--- config.mk ---
export PLATFORM = sky130hd
export DESIGN_NAME = dmem_arbiter
export DESIGN_NICKNAME = d
export VERILOG_FILES = /design/src/rtl/cpu_pkg.sv /design/src/rtl/starve_cnt.sv /design/src/rtl/dmem_arbiter.sv
export SDC_FILE = /design/constraint.sdc
export NUM_CORES = 1
export LEC_CHECK = 0
export BUFFER_PORTS_ARGS = -buffer_cell sky130_fd_sc_hd__buf_2
export CAP_MARGIN = 20
export CORE_AREA = 2 2 115 117
export DETAILED_ROUTE_END_ITERATION = 6
export DIE_AREA = 0 0 117 119
export PLACE_DENSITY = 0.58
export SLEW_MARGIN = 20
export SYNTH_ARGS = -nofsm -noshare
export SYNTH_HDL_FRONTEND = slang
export SYNTH_SLANG_ARGS = --single-unit
--- constraint.sdc ---
create_clock -name clk -period 1.8 [get_ports clk]
set_clock_uncertainty 0.05 [all_clocks]
set_input_delay 0.18 -clock clk [delete_from_list [all_inputs] [get_ports clk]]
set_output_delay 0.18 -clock clk [all_outputs]
set_load 0.02 [all_outputs]
--- src/rtl/cpu_pkg.sv ---
// Shared types for the data-memory arbiter: read-return state encoding,
// requester owner encoding and the default CPU streak limit.
package cpu_pkg;

  typedef enum logic [1:0] {
    ST_IDLE   = 2'd0,
    ST_RD_CPU = 2'd1,
    ST_RD_LD  = 2'd2
  } arb_state_e;

  typedef enum logic {
    OWN_CPU = 1'b0,
    OWN_LD  = 1'b1
  } owner_e;

  localparam int unsigned STARVE_LIMIT_DEF = 4;

endpackage

--- src/rtl/starve_cnt.sv ---
// Counts consecutive CPU grants made while the loader is waiting; saturates
// at the configured limit so the arbiter can force a loader turn.
module starve_cnt (
  input  logic       clk,
  input  logic       rst,
  input  logic       inc,
  input  logic       clr,
  input  logic [3:0] limit,
  output logic       at_limit
);

  logic [3:0] cnt;

  always_ff @(posedge clk) begin
    if (rst || clr) begin
      cnt <= 4'd0;
    end else if (inc && (cnt != limit)) begin
      cnt <= cnt + 4'd1;
    end
  end

  assign at_limit = (cnt == limit);

endmodule

--- src/rtl/dmem_arbiter.sv ---
// Single-port data memory shared between the CPU MEM stage and a loader/DMA.
// One grant per cycle, 1-cycle read latency, CPU priority with starvation guard.
//
//   state     | meaning
//   ----------+----------------------------------------------------------
//   ST_IDLE   | no read data returning this cycle
//   ST_RD_CPU | mem_rdata belongs to the CPU; CPU excluded from arbitration
//   ST_RD_LD  | mem_rdata belongs to the loader; loader excluded
module dmem_arbiter
  import cpu_pkg::*;
#(
  parameter int unsigned STARVE_LIMIT = STARVE_LIMIT_DEF
) (
  input  logic        clk,
  input  logic        rst,
  input  logic        cpu_req,
  input  logic        cpu_wr,
  input  logic [31:0] cpu_addr,
  input  logic [31:0] cpu_wdata,
  output logic [31:0] cpu_rdata,
  output logic        cpu_stall,
  input  logic        ld_req,
  input  logic        ld_wr,
  input  logic [31:0] ld_addr,
  input  logic [31:0] ld_wdata,
  output logic        ld_gnt,
  output logic [31:0] ld_rdata,
  output logic        ld_rvalid,
  output logic        mem_en,
  output logic        mem_wr,
  output logic [31:0] mem_addr,
  output logic [31:0] mem_wdata,
  input  logic [31:0] mem_rdata
);

  arb_state_e state, state_next;
  owner_e     gnt_owner;
  logic       cpu_elig, ld_elig, gnt_valid;
  logic       gnt_cpu, gnt_ld;
  logic       at_limit;

  always_ff @(posedge clk) begin
    if (rst) begin
      state <= ST_IDLE;
    end else begin
      state <= state_next;
    end
  end

  starve_cnt u_starve (
    .clk      (clk),
    .rst      (rst),
    .inc      (gnt_cpu && ld_req),
    .clr      (gnt_ld || !ld_req),
    .limit    (4'(STARVE_LIMIT)),
    .at_limit (at_limit)
  );

  always_comb begin
    cpu_elig   = cpu_req && (state != ST_RD_CPU);
    ld_elig    = ld_req && (state != ST_RD_LD);
    gnt_valid  = !rst && (cpu_elig || ld_elig);
    // CPU wins a tie unless it has already held the port STARVE_LIMIT times
    gnt_owner  = (ld_elig && (!cpu_elig || at_limit)) ? OWN_LD : OWN_CPU;
    gnt_cpu    = gnt_valid && (gnt_owner == OWN_CPU);
    gnt_ld     = gnt_valid && (gnt_owner == OWN_LD);

    mem_en     = 1'b0;
    mem_wr     = 1'b0;
    mem_addr   = 32'd0;
    mem_wdata  = 32'd0;
    state_next = ST_IDLE;

    if (gnt_cpu) begin
      mem_en    = 1'b1;
      mem_wr    = cpu_wr;
      mem_addr  = cpu_addr;
      mem_wdata = cpu_wdata;
      if (!cpu_wr) state_next = ST_RD_CPU;
    end else if (gnt_ld) begin
      mem_en    = 1'b1;
      mem_wr    = ld_wr;
      mem_addr  = ld_addr;
      mem_wdata = ld_wdata;
      if (!ld_wr) state_next = ST_RD_LD;
    end

    ld_gnt    = gnt_ld;
    // State may still show a pending read during the first reset cycle; mask it
    cpu_rdata = (!rst && (state == ST_RD_CPU)) ? mem_rdata : 32'd0;
    ld_rdata  = (!rst && (state == ST_RD_LD))  ? mem_rdata : 32'd0;
    ld_rvalid = !rst && (state == ST_RD_LD);
    cpu_stall = !rst && cpu_req && !((gnt_cpu && cpu_wr) || (state == ST_RD_CPU));
  end

endmodule

==> metrics.yaml <==
outcome: "finished with violations"
violations: "negative setup slack"
synth-seq-cells: 6
synthSimpleGateAreaFrac: 0.236
tns_ns: -21.90
synth_xor_area_frac: 0
syn_nets: 504
min_path_type: "in2reg"
peakVddDrop_uv: 214
clk_pin_slew_ns: 0.03
antenna_found_initial: 0
root_buffer: "clkbuf_16"
power_frac_clock: 0.213
die-area_um2: 13900
worst_pin_slew_ns: 0.376
power.density_nw_per_um2: 276
grt_pass1_wl_um: 18000
wl_per_cell_um: 14.5
drc: 0
timing.fmax_mhz: 468
final_cell_mix: "220 x buf_2, 131 x inv_1, 65 x buf_6"
overflow: 0
first_global_vias: 3754
hold_viol: 0
initial_core_util: 0.174
grtUsageTotal: 0.160
synth_top_area_cell: "inv_1"
yosys_warnings: 0
p_sw_frac: 0.394
port_buffers: 298
viasPerCell: 4.29
syn_to_final_growth_pct: 177
synth_top_area_frac: 0.223
synth_area_leaders: "inv_1 22%, o32ai_2 22%, and2_1 18%, o32ai_1 14%, dfxtp_1 5.4%"
cp_top_family: "buffers and inverters"
drive_gt1_frac: 0.708
slew_headroom: 0.746
synthMuxAreaShare: 0
postLayoutCoreUtil: 0.481
core_area_um2: 12900
cts_htree_levels: 1
vias: 3605
diodes: 0
wl_um: 12200
ant_nets: 0
cp_max_fo: 9
multi_input_area_um2: 2520
synth_compound_area_frac: 0.400
seqPwrFrac: 0.081
synthAdderAreaFrac: 0.0112
die_h_um: 119
cts_num_sinks: 6
syn_avg_cell_area_um2: 6.65
path_cells: "inv_2 -> ha_4 -> and3b_1 -> and3_4 -> buf_12 -> buf_12 -> o32ai_2 -> buf_4"
slew_violations: 0
maxCapViolations: 0
pin_count: 299
path_buf_inv: 4
place_congestion: 0.809
fp.dieW_um: 117
cts_tree: "done"
timing.final.crit_share: 1.19
fill_cells: 1187
netlist_area_um2: 2230
design_area_um2: 6190
p_int_w: 0.00104
p_sw_w: 0.000674
rsz0062_at_grt: "yes"
synthCells: 336
crit_path_end_kind: "output pin"
final_common_cell: "buf_2"
arrival_ns: 1.91
cts_buffers: 3
period_needed_ns: 2.14
critPathMaxStageDelay_ns: 0.33
slowest_stage: "dfxtp_2"
setup_viol_count_final: 99
cts_buffer_depth: 2
power_leakage_nw: 3.23
setup_slack_ns: -0.336
critPathRequiredTime_ns: 1.57
dpl_cell_area_um2: 5280
grt_max_degree: 33
drt_iter0_drc: 71
rows: 42
clkLatencyLatePin_ns: 0.23
synth_cell_types: 31
first_pass_iters: 4
combPwrFrac: 0.706
crit_type: "reg2out"
ys_seq_area_frac: 0.0538
cpMostUsedCell: "buf_12"
finalNetCount: 835
ctsHoldBuffers: 0
dp_hpwl_um: 9350
ff_latch_area_um2: 125
cp-start-kind: "flop"
synth_top_family_by_area: "compound AO/OA/AOI/OAI gates"
## state kept, by name, summed over array words and instances, names as in the netlist
register and cells:
u_starve.cnt 4, state 2
## power groups by stage
stage          clock [W]  sequential, W  combinational (W)
3_3_place_gp           0       0.000140            0.00105
3_5_place_dp           0       0.000140            0.00107
6_report        0.000364       0.000139            0.00121
4_1_cts         0.000371       0.000139            0.00119
2_1_floorplan          0       0.000140           0.000675
5_1_grt         0.000375       0.000139            0.00129
## cell type report
class                           instances  area share
Multi-Input combinational cell        166       0.408
Timing Repair Buffer                  356       0.443
Sequential cell                         6      0.0202
Inverter                              134      0.0813
Tap cell                              176      0.0356
Clock buffer                            3      0.0121
## synthesized netlist by cell type
cell type	n
and2_1	64
buf_2	10
inv_1	133
ha_1	2
o2bb2ai_1	1
and3_1	1
o32ai_2	30
inv_2	1
nand2b_1	3
nand3_1	2
a31oi_1	2
nor2_1	4
a211oi_1	2
clkbuf_1	13
nor3_1	5
or3_1	1
buf_6	4
buf_4	3
and3b_1	1
o31ai_1	2
a2111oi_0	1
a21oi_1	1
o311ai_2	1
nor2b_1	2
nand3b_1	1
nand4_1	2
nand2_1	1
o31a_1	1
dfxtp_1	6
o32ai_1	35
o311ai_0	1
## per-layer routing
metal / vias up / part of all wire / global-route usage / wire, um
met5: - / 0 / 0 / 0
met2: 178 / 0.58 / 0.342 / 7050
met4: 0 / 0.0050 / 0.0176 / 61
met1: 1674 / 0.35 / 0.161 / 4250
li1: 1748 / - / - / -
met3: 5 / 0.067 / 0.0178 / 809
## per-stage QoR
| stage | hold WS, ns | cells | setup WS, ns | power, W |
|---|---|---|---|---|
| 6_report | 0.0589 | 841 | -0.336 | 0.00171 |
| 4_1_cts | 0.0615 | 838 | -0.359 | 0.00170 |
| 3_5_place_dp | 0.307 | 823 | -0.124 | 0.00121 |
| 2_1_floorplan | 0.202 | 336 | -0.0572 | 0.000814 |
| 3_3_place_gp | 0.305 | 823 | -0.0806 | 0.00119 |
| 5_1_grt | 0.0646 | 841 | -0.382 | 0.00180 |
## what timing repair did
| action | CTS | global route |
|---|---|---|
| gates cloned | 5 | 4 |
| resized for setup | 182 | 10 |
| pin swaps | 25 | 10 |
| setup endpoints to repair | 99 | 101 |
| buffers inserted | 7 | 1 |
## final timing paths
path	cells after the start	endpoint	slack [ns]	from
min	2	state[1]	0.06	ld_wr
max	8	mem_addr[26]	-0.34	u_starve.cnt[0]
max reg2reg	8	state[1]	0.10	u_starve.cnt[0]
min reg2reg	3	u_starve.cnt[0]	0.50	u_starve.cnt[0]
## kinds of logic (layout without fill, tap and decap cells)
group,Yosys count,after routing
fa+ha+maj,2,2
buf+inv,164,493
simple gates,87,87
compound gates,77,77
flops,6,6
## worst reg2reg max path: cells and delay by family, from the launching register on
kind	cells	cell delay (ns)
AND/OR/NAND/NOR	2	0.23
AO/OA/AOI/OAI	1	0.30
flip-flops	1	0.33
adder cells (fa/ha/maj)	1	0.15
buffers and inverters	4	0.54
(Power assumes the default switching activity.)
